===== src/rtl/coin_collector.sv =====
// coin_collector: accumulates coin credit, latches an item selection and
// presents a stable order to the downstream vend stage, or refunds the
// credit on cancel or inactivity timeout.
//
// Ports
//   clk          sole clock, rising edge
//   rst          asynchronous reset, active low
//   coin_in      one-cycle coin strobe; coin_val: 00=1, 01=2, 10=4, 11=invalid
//   sel_req      one-cycle select strobe; sel_in item code (000 = no item)
//   cancel       one-cycle cancel strobe
//   order_ack    vend stage consumed the order (honoured only in OFFER)
//   money        registered current credit
//   choice       registered latched item code
//   order_valid  money/choice form a stable order
//   refund       refunded amount, qualified by refund_valid
//   refund_valid one-cycle refund strobe
//   coin_reject  one-cycle strobe: coin sampled last cycle was returned
module coin_collector #(
  parameter int unsigned MAX_CREDIT  = 7,
  parameter int unsigned TIMEOUT_CYC = 16
) (
  input  logic       clk,
  input  logic       rst,
  input  logic       coin_in,
  input  logic [1:0] coin_val,
  input  logic       sel_req,
  input  logic [2:0] sel_in,
  input  logic       cancel,
  input  logic       order_ack,
  output logic [2:0] money,
  output logic [2:0] choice,
  output logic       order_valid,
  output logic [2:0] refund,
  output logic       refund_valid,
  output logic       coin_reject
);

  typedef enum logic [1:0] {IDLE, COLLECT, OFFER, REFUND} state_t;

  localparam logic [3:0] MAX_SUM    = 4'(MAX_CREDIT);
  localparam logic [7:0] TIMER_LAST = 8'(TIMEOUT_CYC - 1);

  state_t     state;
  logic [7:0] timer;
  logic [3:0] coin_amt;
  logic [3:0] sum;
  logic       coin_ok;

  // money is the credit register, so in IDLE (credit 0) sum is just the coin
  // value and the same overflow check serves both IDLE and COLLECT.
  always_comb begin
    coin_amt = '0;
    case (coin_val)
      2'b00:   coin_amt = 4'd1;
      2'b01:   coin_amt = 4'd2;
      2'b10:   coin_amt = 4'd4;
      default: coin_amt = '0;
    endcase
    sum     = {1'b0, money} + coin_amt;
    coin_ok = coin_in && (coin_val != 2'b11) && (sum <= MAX_SUM);
  end

  always_ff @(posedge clk or negedge rst) begin
    if (!rst) begin
      state        <= IDLE;
      timer        <= '0;
      money        <= '0;
      choice       <= '0;
      order_valid  <= 1'b0;
      refund       <= '0;
      refund_valid <= 1'b0;
      coin_reject  <= 1'b0;
    end else begin
      coin_reject <= 1'b0;
      case (state)
        IDLE: begin
          if (coin_ok) begin
            money <= sum[2:0];
            timer <= '0;
            state <= COLLECT;
          end else begin
            coin_reject <= coin_in;
          end
        end

        COLLECT: begin
          if (cancel) begin
            coin_reject  <= coin_in;
            refund       <= money;
            refund_valid <= 1'b1;
            state        <= REFUND;
          end else if (sel_req && (sel_in != '0)) begin
            coin_reject <= coin_in;
            choice      <= sel_in;
            order_valid <= 1'b1;
            state       <= OFFER;
          end else if (coin_ok) begin
            money <= sum[2:0];
            timer <= '0;
          end else begin
            // Rejected coins do not restart the inactivity window.
            coin_reject <= coin_in;
            if (timer == TIMER_LAST) begin
              refund       <= money;
              refund_valid <= 1'b1;
              timer        <= '0;
              state        <= REFUND;
            end else begin
              timer <= timer + 8'd1;
            end
          end
        end

        OFFER: begin
          coin_reject <= coin_in;
          if (order_ack) begin
            money       <= '0;
            choice      <= '0;
            order_valid <= 1'b0;
            state       <= IDLE;
          end
        end

        REFUND: begin
          coin_reject  <= coin_in;
          money        <= '0;
          choice       <= '0;
          refund       <= '0;
          refund_valid <= 1'b0;
          state        <= IDLE;
        end

        default: state <= IDLE;
      endcase
    end
  end

endmodule


===== config.mk =====
export PLATFORM = sky130hd
export DESIGN_NAME = coin_collector
export DESIGN_NICKNAME = d
export VERILOG_FILES = /design/src/rtl/coin_collector.sv
export SDC_FILE = /design/constraint.sdc
export NUM_CORES = 1
export LEC_CHECK = 0
export BUFFER_PORTS_ARGS = -buffer_cell sky130_fd_sc_hd__buf_2
export CORE_MARGIN = 1
export CORE_UTILIZATION = 56
export CTS_BUF_LIST = sky130_fd_sc_hd__clkbuf_8
export DETAILED_ROUTE_END_ITERATION = 10
export HOLD_SLACK_MARGIN = 0.02
export PLACE_DENSITY = 0.84
export SETUP_SLACK_MARGIN = 0.02
export SLEW_MARGIN = 40
export SYNTH_ARGS = -nofsm -noshare
export SYNTH_HDL_FRONTEND = slang
export SYNTH_SLANG_ARGS = --single-unit

===== constraint.sdc =====
create_clock -name clk -period 2.1 [get_ports clk]
set_clock_uncertainty 0.2 [all_clocks]
set_input_delay 0.315 -clock clk [delete_from_list [all_inputs] [get_ports clk]]
set_output_delay 0.315 -clock clk [all_outputs]
set_load 0.005 [all_outputs]

**Word level (Yosys, flattened, before mapping)**

Index checks and enable logic that the tools add are counted.

- Bits in registers: 22
- Output and inout bits: 12

- $add $sub $neg: 2
- Magnitude comparators: 1
- Eq/ne operators: 17
- Mux-type cells: 40
- Reduce and logical (&&, ||, !) cells: 17

Operators with widths:

| cell | number |
|---|---|
| 8-bit 2-to-1 mux | 5 |
| 3-bit 2-to-1 mux | 10 |
| 4-bit AND reduction | 5 |
| 3-bit one-hot mux with 3 select lines | 2 |
| 8-bit one-hot mux with 2 select lines | 1 |
| 2-bit 2-to-1 mux | 6 |
| 2-bit inequality test, second input constant | 6 |
| 3-bit one-hot mux with 4 select lines | 1 |
| 1-bit 2-to-1 mux | 10 |
| 3-bit inequality test, second input constant | 3 |
| 8-bit by 1-bit adder with 8-bit output, second input constant | 1 |
| 8-bit by 4-bit equality test with 1-bit output, second input constant | 1 |
| 4-bit inequality test, second input constant | 2 |
| 2-bit one-hot mux with 4 select lines | 1 |
| 2-bit equality test, second input constant | 3 |
| 3-bit one-hot mux with 2 select lines | 1 |
| 2-bit nonzero test | 3 |
| 3-bit nonzero test | 2 |
| 3-bit by 4-bit adder with 4-bit output | 1 |
| 2-bit by 1-bit equality test with 1-bit output, second input constant | 2 |
| 4-bit by 3-bit less-or-equal comparator with 1-bit output, second input constant | 1 |
| 2-bit zero test | 2 |
| 1-bit one-hot mux with 2 select lines | 2 |
| 1-bit logical AND | 3 |
| other kinds (3) | 3 |

**Logic depth before layout (Yosys ltp)**

- Depth in word-level cells: 9
- Gate-level depth with buffers: 8
- Mapped depth without buffers: 7

**Least setup slack after synthesis**

Ideal clock, no wire load.

- Kind: input port to flip-flop
- Start point: input port coin_val[1]
- End point: register money[0]
- Setup time: 124 ps
- Data arrival time: 1663 ps
- Data required time: 1776 ps
- Path slack: 113 ps
- Stages on the path: 8
- Path through: nand2b_1 inv_1 ha_1 a21oi_2 o211a_1 buf_2 a21oi_1 a211o_1

- Word-level cells in the longest chain between the ends: 9

Ends and longest elaborated chain:

| what | RTL line | RTL |
|---|---|---|
| start, declared | 25 | `input logic [1:0] coin_val,` |
| 2-bit equality test, or another cell as far along | 53 | `case (coin_val)` |
| 3-bit one-hot mux with 3 select lines | 53 |  |
| 3-bit by 4-bit adder with 4-bit output | 59 | `sum = {1'b0, money} + coin_amt;` |
| 4-bit by 3-bit less-or-equal comparator with 1-bit output | 60 | `coin_ok = coin_in && (coin_val != 2'b11) && (sum <= MAX_SUM);` |
| 1-bit logical AND | 60 |  |
| 3-bit 2-to-1 mux * | 77, 97 |  |
| 3-bit 2-to-1 mux | 92 | `end else if (sel_req && (sel_in != '0)) begin` |
| 3-bit 2-to-1 mux | 87 | `if (cancel) begin` |
| 3-bit one-hot mux with 4 select lines * | 75 | `case (state)` |
| end signal, assigned | 78 | `money <= sum[2:0];` |
| end signal, assigned | 98 | `money <= sum[2:0];` |
| end, declared | 30 | `output logic [2:0] money,` |

Mark *: on every way between the ends. The rest lies on a longest branch, timed or not. The select of a mux whose other input is x is not followed.
A chain may end at the register's enable or synchronous reset.

**Worst setup path after layout**

- Start point: register money[2]
- End point: register refund[1]

- Word-level cells in the longest chain between the ends: 5

Ends and longest elaborated chain:

| what | RTL line | RTL |
|---|---|---|
| 3-bit by 4-bit adder with 4-bit output | 59 |  |
| 4-bit by 3-bit less-or-equal comparator with 1-bit output | 60 |  |
| 1-bit logical AND | 60 |  |
| 3-bit inequality test (no line) | - |  |
| 4-bit AND reduction (no line) | - |  |
| end signal, assigned | 89 | `refund <= money;` |
| end signal, assigned | 104 | `refund <= money;` |
| end, declared | 33 | `output logic [2:0] refund,` |

Every way passes these cells.

==> metrics <==
status completed; crit share post-route around 97%; Primary FF master, synth dfrtp_1; io pins 23; Post-CTS Setup Inserts 0; Crit. End Element register; Die Y-Extent 52.2 µm; critical path class reg -> reg; post-layout util roughly 74%; # DRC 0; final net count around 190; post-layout min period a little over 2 ns; largest area contributor in the netlist dfrtp_1; syn_area_per_cell ~9.5 µm²; met3 wire length between 90 and 100 µm; top post-synthesis cells by area dfrtp_1 (39%), nand2_1 (3.7%), ha_1 (3.6%); total number of vias about 1300; overall die width approximately 52 µm; Slew Limit Headroom between 60% and 70%; # rows 17; final count of hold timing violations 0; largest net degree at the start of global routing 23; worst-skew pair later-pin latency about 0.26 ns; placer congestion estimate 0.788; Synth-to-Final Area Change 21.1%; Via density 6.21; Leak 0.740 nW; cell count after synthesis between 100 and 150; clk slew on worst S/H paths approximately 0.080 ns; most common cell in the synthesized netlist dfrtp_1; crit path to refund[1]$_DFFE_PN0P_; slowest CP cell dfrtp_2; syn nets about 160; die area 2720 µm²; critical path data arrival time between 1.5 and 2 ns; WHS between 0.07 and 0.08 ns; cells on worst reg2reg path 6; met1 WL approximately 1500 µm; initial antenna violation count 0; First-pass DRT Iterations 4; most frequent cells after synthesis dfrtp_1 (22), nand2_1 (14), inv_1 (12), nand3_1 (8); WL final approximately 3400 µm; Hold Path Class in -> reg; Synth async-reset ratio 100%; antenna violation net count after detailed routing 0; CP max FO 5; Routed wire per std cell around 16 µm; core area about 2300 µm²; final setup fails 0; CP max stage delay approximately 0.44 ns; CP required between 2 and 2.5 ns; clk buf depth 2; worst r2r src money[2]$_DFFE_PN0P_; Max VDD drop roughly 860 µV; worst path bufs/invs 2; effective utilization at floorplan about three fifths; critical path startpoint category register; sequential fraction of the synthesis area about two fifths; clock sink count 22; first-pass GRT wire length roughly 5700 µm; Levels on crit path 6; vias in the first global route around 1300; Synth Warn # 0; Max Clk Rate between 400 and 500 MHz; Root Driver clkbuf_8; Netlist Area Pre-Place 1410 µm²; Post-synth EDFFs 0; r2r endpoint refund[1]$_DFFE_PN0P_; CTS tree built; Power Dens Cells about 1100 nW/µm²; Max Cap Viol 0; Reg2Reg Setup Slack between 0.06 and 0.07 ns; H-tree lvl count 1; total grt overflow 0; initial detailed-routing violation count 37; DP HPWL between 2000 and 2500 µm; layout cells sized above 1 between 30% and 40%; CTS Buf Count 3; metal2 WL approximately 1700 µm; count of cell types in the netlist 55; n_diodes 0; top layer in use met4; Final Power around 1.9 mW; Seq cells post-synth 22; I/O Buffers 22; Max Slew Vio Count 0; CP startpoint money[2]$_DFFE_PN0P_; Cell Chain, Critical Path ha_1 > inv_1 > buf_4 > o211ai_4 > a41oi_2 > o311ai_1; Worst path top cell family by delay compound AO/OA/AOI/OAI gates; area share of the largest cell type after synthesis between 30% and 40%; Total GRT Usage roughly 29%; worst-margin pin slew ~0.54 ns; RSZ-0062 raised after global routing true
-- stage by stage --
stage	TNS, ns	setup slack, ns	area (µm²)	std cells
2_1_floorplan	0	0.113	1410	148
3_3_place_gp	0	0.0217	1570	199
3_5_place_dp	-1.01	-0.111	1570	199
4_1_cts	0	0.0720	1670	204
5_1_grt	0	0.00963	1710	204
6_report	0	0.0659	1710	204
-- logic make-up (layout without fill, tap and decap cells) --
group | after synthesis | in the layout | share of synthesized area (%)
AND/OR/NAND/NOR | 53 | 53 | 21.2
AO/OA/AOI/OAI | 48 | 48 | 28.0
flip-flops | 22 | 22 | 39.1
buffers and inverters | 19 | 47 | 6.13
adder cells (fa/ha/maj) | 5 | 5 | 4.97
XOR/XNOR | 1 | 1 | 0.622
-- power breakdown --
group          leakage (nW)  switching (mW)  total, mW  internal, mW
sequential            0.286           0.114      0.673         0.558
clock                0.0357           0.141      0.395         0.255
combinational         0.419           0.464      0.848         0.385
total                 0.740           0.719       1.92          1.20
-- layout by cell type, fill, tap and decap left out, types with 4 or more instances in the layout --
cell	Yosys	layout
o21ai_0	4	4
o22ai_1	6	6
nand3_1	8	8
buf_2	1	22
inv_1	12	12
dfrtp_1	22	21
nor2_1	6	6
nand2_1	14	14
o211ai_1	5	5
buf_4	0	7
nand2b_1	5	5
a32oi_1	5	5
-- worst min-delay path by stage --
| stage | from | end | slack (ns) | cells past startpoint |
|---|---|---|---|---|
| after floorplan | rst | choice[0]$_DFFE_PN0P_ | -0.18 | 0 |
| after global placement | rst | coin_reject$_DFF_PN0_ | 0.11 | 1 |
| after detailed placement | rst | timer[3]$_DFFE_PN0P_ | 0.11 | 1 |
| after CTS | coin_in | coin_reject$_DFF_PN0_ | 0.07 | 2 |
| after global routing | coin_in | coin_reject$_DFF_PN0_ | 0.07 | 2 |
| final | coin_in | coin_reject$_DFF_PN0_ | 0.07 | 2 |
-- sequential cells by signal (all words and copies together) (netlist names) --
name          flops
timer             8
money             3
refund            3
state             2
choice            3
coin_reject       1
order_valid       1
refund_valid      1
-- what timing repair did --
item	4_1_cts	5_1_grt
endpoints found under the hold margin	22	0
pin swaps	0	1
gates resized for setup	2	7
endpoints found under the setup margin	4	11
hold buffers	1	0
-- routing by layer --
layer / vias up / GRT usage [%]
met2: 25 / 50.0
met3: 6 / 2.34
li1: 613 / -
met4: 0 / 9.21
met5: - / 0
met1: 623 / 37.5
-- worst register-to-register path, stage by stage, from the launching register on --
cell,delay (ns)
dfrtp_2,0.44
ha_1,0.34
inv_1,0.08
buf_4,0.16
o211ai_4,0.20
a41oi_2,0.19
o311ai_1,0.31
-- layout make-up --
cell class | count | area (µm²)
fill | 166 | 591
inverter | 13 | 48.8
timing repair buffer | 30 | 173
tap | 28 | 35.0
multi-input combinational | 107 | 827
clock inverter | 1 | 30.0
sequential | 22 | 552
clock buffer | 3 | 41.3
Note: power is estimated with default switching activity, not from simulation.
